==> src/rtl/dcache_write_buffer_pkg.sv <==
// -----------------------------------------------------------------------------
// dcache_write_buffer_pkg
//   Shared definitions for the data-cache posted write buffer.
//   - WORD_SIZE     : machine word width (address and data)
//   - wb_state_e    : drain/read FSM state encoding (WB_IDLE / WB_WR / WB_RD)
//   - clog2_min1()  : ceil(log2(v)) clamped to at least 1 bit, used to size
//                     counters whose load value can be zero
// -----------------------------------------------------------------------------
package dcache_write_buffer_pkg;

  localparam int WORD_SIZE = 16;

  typedef enum logic [1:0] {
    WB_IDLE = 2'd0,
    WB_WR   = 2'd1,
    WB_RD   = 2'd2
  } wb_state_e;

  function automatic int clog2_min1(input int v);
    return (v <= 2) ? 1 : $clog2(v);
  endfunction

endpackage

==> src/rtl/dcache_write_buffer_fifo.sv <==
// -----------------------------------------------------------------------------
// wbuf_fifo
//   Storage for posted writes: a DEPTH-entry {addr, data} FIFO with an
//   associative lookup that returns the data of the youngest entry whose
//   address matches lookup_addr.
//
// Ports
//   clk, reset_n            : clock (rising edge), async active-low reset
//   push, push_addr/data    : enqueue request (ignored while full)
//   pop                     : dequeue head (ignored while empty)
//   lookup_addr             : address compared against every valid entry
//   full, empty             : occupancy flags derived from the pointers
//   head_addr, head_data    : oldest entry
//   hit, hit_data           : youngest-match lookup result
// -----------------------------------------------------------------------------
module wbuf_fifo
  import dcache_write_buffer_pkg::*;
#(
  parameter int DEPTH = 4,
  parameter int WORD  = WORD_SIZE
) (
  input  logic            clk,
  input  logic            reset_n,
  input  logic            push,
  input  logic [WORD-1:0] push_addr,
  input  logic [WORD-1:0] push_data,
  input  logic            pop,
  input  logic [WORD-1:0] lookup_addr,
  output logic            full,
  output logic            empty,
  output logic [WORD-1:0] head_addr,
  output logic [WORD-1:0] head_data,
  output logic            hit,
  output logic [WORD-1:0] hit_data
);

  localparam int AW = $clog2(DEPTH);
  localparam int PW = AW + 1;

  // Pointers carry one extra wrap bit so full and empty are distinguishable.
  logic [PW-1:0]   wr_ptr_q, wr_ptr_d;
  logic [PW-1:0]   rd_ptr_q, rd_ptr_d;
  logic [PW-1:0]   count;
  logic [AW-1:0]   idx;
  logic [WORD-1:0] addr_mem_q [DEPTH];
  logic [WORD-1:0] data_mem_q [DEPTH];

  assign full  = (wr_ptr_q[PW-1] != rd_ptr_q[PW-1]) &&
                 (wr_ptr_q[AW-1:0] == rd_ptr_q[AW-1:0]);
  assign empty = (wr_ptr_q == rd_ptr_q);
  assign count = wr_ptr_q - rd_ptr_q;

  assign head_addr = addr_mem_q[rd_ptr_q[AW-1:0]];
  assign head_data = data_mem_q[rd_ptr_q[AW-1:0]];

  always_comb begin
    wr_ptr_d = wr_ptr_q;
    rd_ptr_d = rd_ptr_q;
    if (push && !full) wr_ptr_d = wr_ptr_q + PW'(1);
    if (pop && !empty) rd_ptr_d = rd_ptr_q + PW'(1);
  end

  // Walk entries oldest to youngest; a later match overrides an earlier one,
  // so the result is always the most recently posted write to that address.
  always_comb begin
    hit      = 1'b0;
    hit_data = '0;
    idx      = '0;
    for (int i = 0; i < DEPTH; i++) begin
      idx = rd_ptr_q[AW-1:0] + AW'(i);
      if ((PW'(i) < count) && (addr_mem_q[idx] == lookup_addr)) begin
        hit      = 1'b1;
        hit_data = data_mem_q[idx];
      end
    end
  end

  always_ff @(posedge clk or negedge reset_n) begin
    if (!reset_n) begin
      wr_ptr_q <= '0;
      rd_ptr_q <= '0;
    end else begin
      wr_ptr_q <= wr_ptr_d;
      rd_ptr_q <= rd_ptr_d;
    end
  end

  // Entry contents need no reset: the pointers define what is valid.
  always_ff @(posedge clk) begin
    if (push && !full) begin
      addr_mem_q[wr_ptr_q[AW-1:0]] <= push_addr;
      data_mem_q[wr_ptr_q[AW-1:0]] <= push_data;
    end
  end

endmodule

==> src/rtl/dcache_write_buffer.sv <==
// -----------------------------------------------------------------------------
// dcache_write_buffer
//   Posted write buffer between the data cache and the data-memory port.
//   Writes are accepted in one cycle into wbuf_fifo and drained in the
//   background; reads forward from the youngest buffered write or go to
//   memory ahead of pending drains (a drain already started is never aborted).
//
// Ports
//   clk, reset_n                 : clock, async active-low reset
//   up_read/up_write/up_addr/    : cache request (held until up_done)
//   up_wdata
//   up_rdata, up_done            : completion and read data
//   readM2, writeM2, address2,   : memory port, strobes held MEM_LATENCY
//   mem_wdata, mem_rdata           cycles with stable address/data
//   empty                        : nothing buffered and FSM idle
//
// FSM
//   state   | meaning
//   WB_IDLE | strobes low; pick read miss first, else drain head
//   WB_WR   | writeM2 high with head entry; dequeue when cnt reaches 0
//   WB_RD   | readM2 high with up_addr; complete read when cnt reaches 0
// -----------------------------------------------------------------------------
module dcache_write_buffer
  import dcache_write_buffer_pkg::*;
#(
  parameter int DEPTH       = 4,
  parameter int MEM_LATENCY = 4,
  parameter int WORD        = WORD_SIZE
) (
  input  logic            clk,
  input  logic            reset_n,
  input  logic            up_read,
  input  logic            up_write,
  input  logic [WORD-1:0] up_addr,
  input  logic [WORD-1:0] up_wdata,
  output logic [WORD-1:0] up_rdata,
  output logic            up_done,
  output logic            readM2,
  output logic            writeM2,
  output logic [WORD-1:0] address2,
  output logic [WORD-1:0] mem_wdata,
  input  logic [WORD-1:0] mem_rdata,
  output logic            empty
);

  localparam int            CW       = clog2_min1(MEM_LATENCY);
  localparam logic [CW-1:0] CNT_LOAD = CW'(MEM_LATENCY - 1);

  wb_state_e       state_q, state_d;
  logic [CW-1:0]   cnt_q, cnt_d;
  logic            readM2_q, readM2_d;
  logic            writeM2_q, writeM2_d;
  logic [WORD-1:0] addr_q, addr_d;
  logic [WORD-1:0] wdata_q, wdata_d;

  logic            fifo_full, fifo_empty;
  logic [WORD-1:0] head_addr, head_data;
  logic            fwd_hit;
  logic [WORD-1:0] fwd_data;
  logic            accept, fwd_done, rd_done, pop, read_miss;

  // Full is judged on registered pointers, so a dequeue at this edge does
  // not let a write in during the same cycle.
  assign accept    = up_write && !fifo_full;
  assign fwd_done  = up_read && fwd_hit;
  assign read_miss = up_read && !fwd_hit;
  assign rd_done   = (state_q == WB_RD) && (cnt_q == '0);
  assign pop       = (state_q == WB_WR) && (cnt_q == '0);

  wbuf_fifo #(
    .DEPTH (DEPTH),
    .WORD  (WORD)
  ) u_fifo (
    .clk         (clk),
    .reset_n     (reset_n),
    .push        (accept),
    .push_addr   (up_addr),
    .push_data   (up_wdata),
    .pop         (pop),
    .lookup_addr (up_addr),
    .full        (fifo_full),
    .empty       (fifo_empty),
    .head_addr   (head_addr),
    .head_data   (head_data),
    .hit         (fwd_hit),
    .hit_data    (fwd_data)
  );

  assign up_done   = accept || fwd_done || rd_done;
  assign up_rdata  = rd_done  ? mem_rdata :
                     fwd_done ? fwd_data  : '0;
  assign readM2    = readM2_q;
  assign writeM2   = writeM2_q;
  assign address2  = addr_q;
  assign mem_wdata = wdata_q;
  assign empty     = fifo_empty && (state_q == WB_IDLE);

  always_comb begin
    state_d   = state_q;
    cnt_d     = cnt_q;
    readM2_d  = readM2_q;
    writeM2_d = writeM2_q;
    addr_d    = addr_q;
    wdata_d   = wdata_q;
    case (state_q)
      WB_IDLE: begin
        if (read_miss) begin
          state_d   = WB_RD;
          cnt_d     = CNT_LOAD;
          readM2_d  = 1'b1;
          writeM2_d = 1'b0;
          addr_d    = up_addr;
          wdata_d   = '0;
        end else if (!fifo_empty) begin
          state_d   = WB_WR;
          cnt_d     = CNT_LOAD;
          readM2_d  = 1'b0;
          writeM2_d = 1'b1;
          addr_d    = head_addr;
          wdata_d   = head_data;
        end
      end
      WB_WR, WB_RD: begin
        if (cnt_q == '0) begin
          state_d   = WB_IDLE;
          readM2_d  = 1'b0;
          writeM2_d = 1'b0;
          addr_d    = '0;
          wdata_d   = '0;
        end else begin
          cnt_d = cnt_q - CW'(1);
        end
      end
      default: begin
        state_d   = WB_IDLE;
        cnt_d     = '0;
        readM2_d  = 1'b0;
        writeM2_d = 1'b0;
        addr_d    = '0;
        wdata_d   = '0;
      end
    endcase
  end

  always_ff @(posedge clk or negedge reset_n) begin
    if (!reset_n) begin
      state_q   <= WB_IDLE;
      cnt_q     <= '0;
      readM2_q  <= 1'b0;
      writeM2_q <= 1'b0;
      addr_q    <= '0;
      wdata_q   <= '0;
    end else begin
      state_q   <= state_d;
      cnt_q     <= cnt_d;
      readM2_q  <= readM2_d;
      writeM2_q <= writeM2_d;
      addr_q    <= addr_d;
      wdata_q   <= wdata_d;
    end
  end

endmodule

==> config.mk <==
export PLATFORM = sky130hd
export DESIGN_NAME = dcache_write_buffer
export DESIGN_NICKNAME = d
export VERILOG_FILES = /design/src/rtl/dcache_write_buffer_pkg.sv /design/src/rtl/dcache_write_buffer_fifo.sv /design/src/rtl/dcache_write_buffer.sv
export SDC_FILE = /design/constraint.sdc
export NUM_CORES = 1
export LEC_CHECK = 0
export CELL_PAD_IN_SITES_DETAIL_PLACEMENT = 1
export CELL_PAD_IN_SITES_GLOBAL_PLACEMENT = 1
export CORE_ASPECT_RATIO = 1.25
export CORE_MARGIN = 8
export CORE_UTILIZATION = 41
export DETAILED_ROUTE_END_ITERATION = 7
export HOLD_SLACK_MARGIN = 0.02
export PLACE_DENSITY = 0.78
export SLEW_MARGIN = 20
export SYNTH_ARGS = -nofsm -noshare
export SYNTH_HDL_FRONTEND = slang
export SYNTH_HIERARCHICAL = 1
export SYNTH_SLANG_ARGS = --single-unit
==> constraint.sdc <==
create_clock -name clk -period 6.1 [get_ports clk]
set_input_delay 1.22 -clock clk [delete_from_list [all_inputs] [get_ports clk]]
set_output_delay 1.22 -clock clk [all_outputs]
set_load 0.03 [all_outputs]
Yosys cells after proc, flatten, opt, wreduce, memory -nomap -nowiden --
Memory sizes are Yosys's and may differ from the RTL's. Index checks and enable logic that the tools add are counted.
Cells by class: add/sub/neg operators 7, order comparisons 4, equality and inequality tests 12, multiplexer cells 34, reduce and logical (&&, ||, !) cells 23
Operator list (count):
- 2-to-1 mux 16 bit | 11
- equality test 16 bit | 4
- one-hot mux 16 bit (2 select lines) | 2
- logical AND 1 bit | 13
- 2-to-1 mux 2 bit | 6
- 2-to-1 mux 1 bit | 11
- one-hot mux 2 bit (2 select lines) | 2
- adder 3 x 1 -> 3 bit, second input constant | 2
- less-than comparator 1 x 3 -> 1 bit, first input constant | 2
- less-than comparator 2 x 3 -> 1 bit, first input constant | 2
- adder 2 bit, second input constant | 2
- zero test 2 bit | 2
- inequality test 2 bit, second input constant | 2
- one-hot mux 1 bit (2 select lines) | 2
- AND reduction 2 bit | 2
- equality test 3 bit | 1
- zero test 1 bit | 3
- inequality test 3 bit, second input constant | 1
- subtractor 3 bit | 1
- adder 2 x 1 -> 2 bit, second input constant | 1
- equality test 2 x 1 -> 1 bit, second input constant | 1
- equality test 2 bit | 1
- equality test 2 bit, second input constant | 1
- logical OR 1 bit | 2
- other kinds (3) | 3
Word-level totals: register bits after elaboration 44, memory bits (writable) 128, input port bits 52, output and inout port bits 52, logic and storage cells 90, memories 2
Memories:
- u_fifo.addr_mem_q | words 4, width 16, rd ports 4, clocked after memory_dff 0, wr ports 1, line dcache_write_buffer_fifo.sv:45 | logic [WORD-1:0] addr_mem_q [DEPTH];
- u_fifo.data_mem_q | words 4, width 16, rd ports 4, clocked after memory_dff 0, wr ports 1, line dcache_write_buffer_fifo.sv:46 | logic [WORD-1:0] data_mem_q [DEPTH];

Depth between registers and ports, before layout --
depth after elaboration 11, gate-level depth with buffers 17, gate-level depth less buffers 12

By module --
The synthesis kept the hierarchy.
By module, submodules not included:
- wbuf_fifo | times used 1, cells each 565, area each 9029.9 µm², sequential area each 3993.8 µm²
- dcache_write_buffer | times used 1, cells each 163, area each 1994.4 µm², sequential area each 900.9 µm²

Worst setup path after synthesis --
Ideal clock, no wire load.
path kind flip-flop to output port, start point register u_fifo.rd_ptr_q[1], end point output port up_rdata[10], arrival time 3824 ps, required time 4880 ps, setup slack 1056 ps, cell stages (with the launch flop) 17, buffers on the path 6, cells stage by stage dfrtp_1 > buf_2 > buf_4 > buf_2 > buf_1 > inv_1 > fa_1 > xor2_1 > o21ai_0 > nor4_1 > nand3_1 > clkbuf_1 > o2111ai_1 > nand2_1 > nor2_2 > buf_4 > a22o_1
On the way: longest elaborated chain between the ends 10, elaborated cells on any way between the ends 29, classes of those cells add/sub: 4; order compare: 4; eq/ne: 4; mux: 10; reduce/logical: 5; memory: 2
RTL lines:
- start: declaration | line dcache_write_buffer_fifo.sv:42 | logic [PW-1:0] rd_ptr_q, rd_ptr_d;
- start signal: assignment | line dcache_write_buffer_fifo.sv:84 | rd_ptr_q <= rd_ptr_d;
- adder 2 x 1 -> 2 bit (tied with other cells) | line dcache_write_buffer_fifo.sv:70 | idx = rd_ptr_q[AW-1:0] + AW'(i);
- memory read (4 x 16 bit) (tied with other cells)
- equality test 16 bit or logical AND 1 bit (tied branches) | line dcache_write_buffer_fifo.sv:71 | if ((PW'(i) < count) && (addr_mem_q[idx] == lookup_addr)) begin
- logical AND 1 bit or 2-to-1 mux 1 bit (tied branches) | line dcache_write_buffer_fifo.sv:71
- 2-to-1 mux 1 bit (2 in a row) | line dcache_write_buffer_fifo.sv:71
- 2-to-1 mux 1 bit * | line dcache_write_buffer_fifo.sv:71
- net fwd_hit | line dcache_write_buffer.sv:58 | logic fwd_hit;
- logical AND 1 bit * | line dcache_write_buffer.sv:65 | assign fwd_done = up_read && fwd_hit;
- 2-to-1 mux 16 bit * | line dcache_write_buffer.sv:91 | fwd_done ? fwd_data : '0;
- 2-to-1 mux 16 bit * | line dcache_write_buffer.sv:90 | assign up_rdata = rd_done ? mem_rdata :
- end: declaration | line dcache_write_buffer.sv:36 | output logic [WORD-1:0] up_rdata,
The timed path passes the listed nets; every way through them passes the cells marked *.

Worst setup path in the final report --
start point input port up_addr[15], end point output port up_done
On the way: longest elaborated chain between the ends 9, elaborated cells on any way between the ends 15, classes of those cells eq/ne: 4; mux: 4; reduce/logical: 7
RTL lines:
- start: declaration | line dcache_write_buffer.sv:34 | input logic [WORD-1:0] up_addr,
- equality test 16 bit | line dcache_write_buffer_fifo.sv:71
- logical AND 1 bit | line dcache_write_buffer_fifo.sv:71
- 2-to-1 mux 1 bit (3 in a row) | line dcache_write_buffer_fifo.sv:71
- 2-to-1 mux 1 bit * | line dcache_write_buffer_fifo.sv:71
- net fwd_hit | line dcache_write_buffer.sv:58
- logical AND 1 bit * | line dcache_write_buffer.sv:65
- logical OR 1 bit * (2 in a row) | line dcache_write_buffer.sv:89 | assign up_done = accept || fwd_done || rd_done;
- end: declaration | line dcache_write_buffer.sv:37 | output logic up_done,
Marks and branches as above.

==> metrics.txt <==
Vias=7,178; GRT Overall Usage=18.6%; GPL Wtd Cong=0.794; post-synthesis area per instance=15.1 um^2; total routed wirelength=29,400 um; H-tree depth=4; switch share=39.9%; via/cell ratio=6.10; Routed Antenna Nets=0; top layer reached by signal wires=met5; Mapped Cells=728; RSZ-0062 raised after global routing=false; Synth area leaders=edfxtp_1, mux4_2, dfrtp_1, xnor2_1, mux2i_1; met1 wire length=11,200 um; initial antenna violation count=1; CORE AREA=0.0267 mm^2; Final Setup Violations=0; largest family of logic cells by synthesized area=multiplexers; buffers from clock root to sink, at most=2; simple-gate share of the synthesized area=6.34%; sw power=2.64 mW; clk_lat worst skew=0.44 ns; EDFF count, synth=128; Unique masters post-synth=61; Iter 0 DRT Violations=430; crit path kind=in2out; cts hold-fix bufs=0; multiplexer share of the synthesized area=30.2%; HPWL after detailed placement=20,600 um; Critical Path RT=4.88 ns; most frequent cell after synthesis=edfxtp_1; share of cells above drive strength 1=28.8%; FF/Latch Area=0.00490 mm^2; Synth Net Count=794; Area Growth Syn to Fin=16.3%; CTS root buffer=clkbuf_16; worst r2r src=u_fifo/rd_ptr_q[0]; die area=0.0324 mm^2; register area share after synthesis=44.4%; antenna cells=0; die width=163 um; final core occ=48.1%; endpoint type of the worst setup path=output port; Hold WC Path Type=reg2reg; crit share post-route=94.0%; crit path launch=up_addr[15]; Leak=4.51 nW; Startpoint Class=input pin; Synth Area in XOR/XNOR=5.80%; io pins=104; drt first pass iters=5; CTS tree=done; metal3 WL=1720 um; wire length per cell=25.0 um; row cnt=67; Setup Buffers After CTS=0; Logic pwr share=57.4%; crit path max fanout=9; Final Skew=0.0106 ns; ys async rst share=24.7%; number of remaining DRC errors=0; R2R cell count=12; relative slew slack=36.8%; post-synthesis adder-cell area fraction=1.66%; most common library cells after synthesis=edfxtp_1, mux4_2, xnor2_1; FF+latch count, synth=170; Synth Area in Compound Gates=7.30%; setup TNS=0 ns; nets=885; clock share of power=15.0%; endpoints failing hold=0; Num CTS Buffers=17; DR WL met2=15,600 um; worst r2r dst=writeM2; number of synthesis warnings=6; vias in the first global route=7,830; Layout fillers=2,626; worst path arrival time=4.51 ns; actual slew at the worst max-slew pin=0.945 ns; outcome=complete, no violations; max-cap viol count=0; Pwr Density=516 mW/mm^2; total design power=6.61 mW; largest net degree at the start of global routing=65; die height=199 um; Int Power=3.98 mW; post-cts sizing count=0; Max Transition Viols Final=0; grt ovf=0; first-pass GRT wire length=46,000 um; post-synth top area cell=edfxtp_1; top-area cell type share of the netlist area=34.9%; Post-synth top flop=edfxtp_1; Worst-path clk slew=0.06 ns; crit path to=up_done; Synth Cell Area=0.0110 mm^2; r2r setup slk=1.39 ns; largest vdd supply drop=0.227 mV; Tmin final=5.73 ns; Initial Util=41.4%; Seq pwr share=27.6%; Highest Clock Rate=0.174 GHz; Sink Count=170; Multi-input gate area=0.00567 mm^2; PortBufs=103
-- cell usage in the layout, fill, tap and decap left out, drive strengths merged, types with 21 or more instances in the layout --
cell and instances:
mux2i 40, buf 48, nand2 33, a211oi 32, edfxtp 128, xnor2 48, mux2 21, dfrtp 42
xor2 25, clkdlybuf4s50 86, mux4 116
-- per-stage QoR --
step / std cells / hold WS, ns / setup slack [ns] / cell area [um^2]
after CTS: 1177 / 0.496 / 0.374 / 12800
after floorplan: 728 / 0.462 / 1.06 / 11000
final: 1177 / 0.492 / 0.366 / 12800
after global placement: 1145 / 0.473 / 0.567 / 12300
after detailed placement: 1145 / 0.477 / 0.424 / 12300
after global routing: 1177 / 0.505 / 0.190 / 12800
-- area by class of cell --
cell class                 instances  area share, %
clock buffer                      18           3.35
clock inverter                    14          0.780
inverter                          13          0.380
multi-input combinational        483           44.2
sequential                       170           38.2
tap                              345           3.37
timing repair buffer             134           9.73
-- routing by layer --
layer | GRT usage, % | up-vias
li1 | - | 3127
met1 | 21.4 | 3768
met2 | 32.9 | 231
met3 | 4.20 | 50
met4 | 7.73 | 2
met5 | 0 | -
-- kinds of logic after synthesis --
group,after synthesis
muxes,177
DFF,170
and+or+nand+nor,128
AOI/OAI and AO/OA,91
buffers and inverters,75
xor gates and xnor gates,73
adders and majority gates,14
-- registers in the layout, summed over array words and instances, names as in the netlist --
name and flops:
address2 16, cnt_q 2, mem_wdata 16, state_q 1, u_fifo/addr_mem_q 64, u_fifo/data_mem_q 64, u_fifo/rd_ptr_q 3, u_fifo/wr_ptr_q 3
writeM2 1
-- worst min path at each step --
| stage | start | depth (start not counted) | endpoint |
|---|---|---|---|
| after floorplan | u_fifo/wr_ptr_q[2] | 1 | u_fifo/wr_ptr_q[2] |
| after global placement | mem_wdata[15] | 1 | mem_wdata[15] |
| after detailed placement | address2[0] | 1 | address2[0] |
| after CTS | address2[13] | 1 | address2[13] |
| after global routing | address2[13] | 1 | address2[13] |
| final | address2[11] | 1 | address2[11] |
-- critical path, cell delays in order --
cell and delay (ns):
clkdlybuf4s50_1 0.67, inv_1 0.17, a221oi_1 0.33, o21ai_0 0.18
a2111oi_2 0.72, nand2_1 0.13, o2111ai_1 0.21, a211o_1 0.20
clkdlybuf4s50_1 0.67
-- power groups by stage --
stage | Combinational (mW) | Clock (mW) | Sequential (mW)
floorplan | 2.85 | 0 | 1.91
global placement | 3.74 | 0 | 1.81
detailed placement | 3.82 | 0 | 1.84
CTS | 3.84 | 1.02 | 1.82
global route | 4.06 | 1.06 | 1.86
finish | 3.80 | 0.994 | 1.82
Power figures use the tool's default switching activity.
